## src/rtl/sobel_bram_port_arbiter.sv

```systemverilog
// sobel_bram_port_arbiter
//   Owns one single-port frame BRAM. The BRAM is shared between the host
//   (loader/reader) and the Sobel/move engine. The host owns the port while
//   idle. A start request hands the port to the engine and pulses e_run.
//   The port returns to the host once the engine reports done.
//
// Optional feature macro: SOBEL_ARB_TIMEOUT_EN
//   Adds a RUN-state watchdog of TIMEOUT_CYCLES cycles with a sticky o_err.
//   When the macro is undefined there is no watchdog and o_err is tied to 0.
//
// Ports
//   clk, rst                   clock (rising edge), async active-high reset
//   i_start, i_num_cnt         frame start pulse, pixel count latched at GRANT
//   o_idle, o_busy, o_done     FSM status; o_done pulses when the host regains the port
//   o_err                      sticky watchdog flag
//   o_h_stall                  host access attempted while the engine owns the port
//   h_ce, h_we, h_addr, h_d    host request; h_q is the host read data
//   e_run, e_num_cnt           engine start pulse and latched frame count
//   e_done                     engine completion, sampled only in RUN
//   e_ce, e_we, e_addr, e_d    engine request; e_q is the engine read data
//   m_ce, m_we, m_addr, m_d    BRAM request; m_q is the BRAM read data (1-cycle latency)
//
// Ownership handshake: exactly one requester owns m_* in any cycle, chosen
// by the registered sel_eng. The non-owner's requests are dropped, never
// queued. The owner sees read data one cycle after its ce, and the
// non-owner sees zeros. o_h_stall tells the host when its request was dropped.

module sobel_bram_port_arbiter #(
    parameter int DATA_WIDTH     = 8,
    parameter int ADDR_WIDTH     = 16,
    parameter int TIMEOUT_CYCLES = 65536
) (
    input  logic                  clk,
    input  logic                  rst,
    input  logic                  i_start,
    input  logic [ADDR_WIDTH-1:0] i_num_cnt,
    output logic                  o_idle,
    output logic                  o_busy,
    output logic                  o_done,
    output logic                  o_err,
    output logic                  o_h_stall,
    input  logic                  h_ce,
    input  logic                  h_we,
    input  logic [ADDR_WIDTH-1:0] h_addr,
    input  logic [DATA_WIDTH-1:0] h_d,
    output logic [DATA_WIDTH-1:0] h_q,
    output logic                  e_run,
    output logic [ADDR_WIDTH-1:0] e_num_cnt,
    input  logic                  e_done,
    input  logic                  e_ce,
    input  logic                  e_we,
    input  logic [ADDR_WIDTH-1:0] e_addr,
    input  logic [DATA_WIDTH-1:0] e_d,
    output logic [DATA_WIDTH-1:0] e_q,
    output logic                  m_ce,
    output logic                  m_we,
    output logic [ADDR_WIDTH-1:0] m_addr,
    output logic [DATA_WIDTH-1:0] m_d,
    input  logic [DATA_WIDTH-1:0] m_q
);

    typedef enum logic [2:0] {
        S_IDLE    = 3'd0,
        S_GRANT   = 3'd1,
        S_RUN     = 3'd2,
        S_RELEASE = 3'd3,
        S_DONE    = 3'd4
    } state_t;

    state_t state;
    logic   pending;
    logic   sel_eng;    // 1: engine owns m_*, 0: host owns m_*
    logic   sel_eng_q;  // select delayed one cycle, steers m_q
    logic   timeout_hit;

    always_ff @(posedge clk or posedge rst) begin
        if (rst) begin
            state     <= S_IDLE;
            pending   <= 1'b0;
            sel_eng   <= 1'b0;
            sel_eng_q <= 1'b0;
            e_num_cnt <= '0;
        end else begin
            sel_eng_q <= sel_eng;
            case (state)
                S_IDLE: begin
                    // A start that arrives while the host is mid-access waits in
                    // pending, so the host access in that cycle still completes.
                    if ((pending || i_start) && !h_ce) begin
                        state   <= S_GRANT;
                        sel_eng <= 1'b1;
                        pending <= 1'b0;
                    end else if (i_start) begin
                        pending <= 1'b1;
                    end
                end
                S_GRANT: begin
                    e_num_cnt <= i_num_cnt;
                    pending   <= 1'b0;
                    if (i_num_cnt == '0) begin
                        state   <= S_DONE;
                        sel_eng <= 1'b0;
                    end else begin
                        state <= S_RUN;
                    end
                end
                S_RUN: begin
                    if (e_done || timeout_hit) state <= S_RELEASE;
                end
                S_RELEASE: begin
                    // The engine keeps the port this cycle so that its last
                    // write and its last read data land.
                    state   <= S_DONE;
                    sel_eng <= 1'b0;
                end
                S_DONE: begin
                    state <= S_IDLE;
                end
                default: begin
                    state   <= S_IDLE;
                    sel_eng <= 1'b0;
                end
            endcase
        end
    end

`ifdef SOBEL_ARB_TIMEOUT_EN
    logic [31:0] wd_cnt;
    logic        err_r;

    assign timeout_hit = (state == S_RUN) && (wd_cnt == 32'(TIMEOUT_CYCLES - 1));

    always_ff @(posedge clk or posedge rst) begin
        if (rst) begin
            wd_cnt <= '0;
            err_r  <= 1'b0;
        end else if (state == S_GRANT) begin
            wd_cnt <= '0;
            err_r  <= 1'b0;
        end else if (state == S_RUN && !e_done) begin
            if (timeout_hit) err_r  <= 1'b1;
            else             wd_cnt <= wd_cnt + 32'd1;
        end
    end

    assign o_err = err_r;
`else
    // There is no watchdog. This comparison is constant false.
    assign timeout_hit = (TIMEOUT_CYCLES < 0);
    assign o_err       = 1'b0;
`endif

    assign o_idle    = (state == S_IDLE);
    assign o_busy    = (state == S_GRANT) || (state == S_RUN) || (state == S_RELEASE);
    assign o_done    = (state == S_DONE);
    assign e_run     = (state == S_GRANT) && (i_num_cnt != '0);

    assign m_ce      = sel_eng ? e_ce   : h_ce;
    assign m_we      = sel_eng ? e_we   : h_we;
    assign m_addr    = sel_eng ? e_addr : h_addr;
    assign m_d       = sel_eng ? e_d    : h_d;

    assign o_h_stall = h_ce & sel_eng;
    assign h_q       = sel_eng_q ? '0  : m_q;
    assign e_q       = sel_eng_q ? m_q : '0;

endmodule
```

## config.mk

```make
export PLATFORM = sky130hd
export DESIGN_NAME = sobel_bram_port_arbiter
export DESIGN_NICKNAME = d
export VERILOG_FILES = /design/src/rtl/sobel_bram_port_arbiter.sv
export SDC_FILE = /design/constraint.sdc
export NUM_CORES = 1
export LEC_CHECK = 0
export ABC_CLOCK_PERIOD_IN_PS = 2000
export BUFFER_PORTS_ARGS = -buffer_cell sky130_fd_sc_hd__buf_2
export CAP_MARGIN = 20
export CORE_ASPECT_RATIO = 0.8
export CORE_MARGIN = 10
export CORE_UTILIZATION = 35
export DETAILED_ROUTE_END_ITERATION = 8
export GPL_TIMING_DRIVEN = 1
export PLACE_DENSITY = 0.8
export SKIP_LAST_GASP = 1
export SLEW_MARGIN = 5
export SYNTH_ARGS = -nofsm -noshare
export SYNTH_HDL_FRONTEND = slang
export SYNTH_SLANG_ARGS = --single-unit
export TNS_END_PERCENT = 30
```

## constraint.sdc

```tcl
create_clock -name clk -period 2 [get_ports clk]
set_clock_uncertainty 0.1 [all_clocks]
set_input_delay 0.3 -clock clk [delete_from_list [all_inputs] [get_ports clk]]
set_output_delay 0.3 -clock clk [all_outputs]
set_load 0.01 [all_outputs]
```

==> run summary <==
Grt total ovfl: 0
First-pass iteration count of the detailed router: 3
Syn Area/Cell: 11.8 um2
Pwr dens: 1270 nW/um2
Synth area leaders: dfrtp_1 40%, mux2_2 27%, mux2_4 9.7%
Clock sinks: 22
Worst-Skew Late Latency: 0.26 ns
Leading cell type in the layout, fill and taps excluded: buf_2
CP Launch Type: register
Total Routing Usage GR: 15.0%
Max H-tree Level: 1
Synthesized Nets: 198
Clock power share: 11.3%
Synth-to-layout area growth: 59.1%
Endpoints failing setup: 0
Routed Antenna Nets: 0
Flop pwr share: 30.5%
DR WL/cell: 17.0 um
Layout cell share with drive strength beyond 1: 75.0%
Num CTS Buffers: 3
Total Power: 2.80 mW
Total core area: 3800 um2
First-pass GRT wire length: 8620 um
# diodes: 0
Hold WC Path Type: in2reg
Ys Warns: 0
Ports: 144
Hold slack: 0.177 ns
Critical Path AT: 1.42 ns
Vias post-DR: 1452
Vias per cell: 4.61
Final count of hold timing violations: 0
Crit. End Element: output port
RSZ-0062 raised after global routing: false
Vias in the first global route: 1711
Register area share after synthesis: 39.6%
Status: finished, final reports clean
Pleak: 1.20 nW
CTS tree: yes
Combinational power share: 58.2%
P_sw: 1.08 mW
CTS max path bufs: 2
Crit path time final: 1.82 ns
Synth Register Bits: 22
Final Cycle Share: 91.0%
Largest net degree at the start of global routing: 23
Dpl hpwl: 4730 um
CP Class: reg2out
Die width: 90.4 um
Die Ht: 76.3 um
Clock Tree Root: clkbuf_8
Mapped Area: 1390 um2
Largest stage delay on the critical path: 0.50 ns
Max_cap viols: 0
CP max FO: 9
Slew Limit Fails: 0
Commonest non-fill, non-tap cells in the layout: 142 x buf_2, 33 x mux2_2, 22 x dfrtp_1
Crit path required time: 1.60 ns
GPL Wtd Cong: 0.765
Fraction of power spent switching nets: 38.6%
Die ar.: 6900 um2
Clk slew on worst S/H paths: 0.08 ns
Row count: 20
Slowest cell on crit path: dfrtp_1
Fin nets: 341
DRC viols: 0
Initial antenna violation count: 0
Routed WL: 5370 um
Fmax achieved: 0.549 GHz
Top cell type's share of synthesized area: 39.6%
TNS Setup: 0 ns
Initial drt markers: 16
Synth unique cells: 26
Peak supply drop: 0.954 mV
Critical-path cell list: nor2_4 > nand2_2 > nor2_1 > buf_2
Cell Int Power: 1.72 mW
Largest area contributor in the netlist: dfrtp_1
Post-synthesis cell count: 118
Initial Util: 36.5%
Buffers on Ports: 142
-- power groups by stage --
stage | Clock [mW] | Sequential (mW) | Combinational (mW)
global route | 0.349 | 0.891 | 1.78
global placement | 0 | 0.846 | 1.64
detailed placement | 0 | 0.864 | 1.66
floorplan | 0 | 0.866 | 1.03
finish | 0.317 | 0.854 | 1.63
CTS | 0.326 | 0.858 | 1.67
-- routing by layer --
metal	GRT usage (%)	share of wire [%]
met1	16.6	42
met2	26.8	49
met3	5.22	8.3
met4	3.33	0.56
met5	0	0
-- path summary, 6_finish.rpt --
| kind | start | end | slack [ns] | cells after the start |
|---|---|---|---|---|
| setup reg to reg | state[1]$_DFFE_PP0P_ | e_num_cnt[1]$_DFFE_PP0P_ | 0.46 | 3 |
| hold / removal | i_num_cnt[14] | e_num_cnt[14]$_DFFE_PP0P_ | 0.18 | 2 |
| hold reg to reg | e_num_cnt[13]$_DFFE_PP0P_ | e_num_cnt[13]$_DFFE_PP0P_ | 0.40 | 1 |
| min in group asynchronous | rst | sel_eng_q$_DFF_PP0_ | 0.52 | 4 |
| max in group asynchronous | rst | sel_eng$_DFFE_PP0P_ | 1.06 | 4 |
| setup / recovery | state[1]$_DFFE_PP0P_ | e_run | 0.18 | 4 |
-- cell families (layout without fill, tap and decap cells) --
kind of cell,Yosys count,count (layout),synth area share [%]
mux,43,43,37.2
other cells,1,1,0.270
buf+inv,10,152,3.87
flops,22,22,39.6
compound gates,8,8,3.96
simple gates,34,34,15.0
-- timing repair --
item | 4_1_cts | 5_1_grt
setup buffers | 0 | 0
hold buffers | 1 | 0
gates resized for setup | 0 | 0
hold endpoints to repair | 22 | 0
-- cell type report --
class / count / area, um2
clock buffers: 4 / 55.1
fillers: 354 / 1590
inverters: 2 / 7.51
multi-input cells: 86 / 785
flip-flops and latches: 22 / 551
well taps: 55 / 68.8
repair buffers: 146 / 743
-- critical path, delay by kind of cell, from the launching register on --
kind                   cells  cell delay (ns)
buffers and inverters      1             0.13
DFF                        1             0.50
and+or+nand+nor            3             0.52
-- Yosys cell counts, drive strengths merged --
master  instances
a21boi          1
a21oi           3
and2           10
and4            1
buf             6
clkbuf          2
conb            1
dfrtp          22
inv             2
mux2           42
mux2i           1
nand2           2
nand2b          2
nor2            4
nor2b           8
nor3            3
nor4            4
o211a           1
o21ba           1
o22ai           2
-- per-stage QoR --
| step | instance area (um2) | cells | worst slack, ns | util (%) |
|---|---|---|---|---|
| floorplan | 1390 | 118 | 0.483 | - |
| global placement | 2140 | 310 | 0.378 | 56.4 |
| detailed placement | 2140 | 310 | 0.345 | 56.4 |
| CTS | 2210 | 315 | 0.175 | 58.1 |
| global route | 2210 | 315 | 0.0582 | 58.1 |
| finish | 2210 | 315 | 0.179 | 58.1 |
-- flip-flops by register name, indices dropped and copies added, names as in the netlist --
| signal | count |
|---|---|
| e_num_cnt | 16 |
| sel_eng_q | 1 |
| pending | 1 |
| sel_eng | 1 |
| state | 3 |
(Power assumes the default switching activity.)
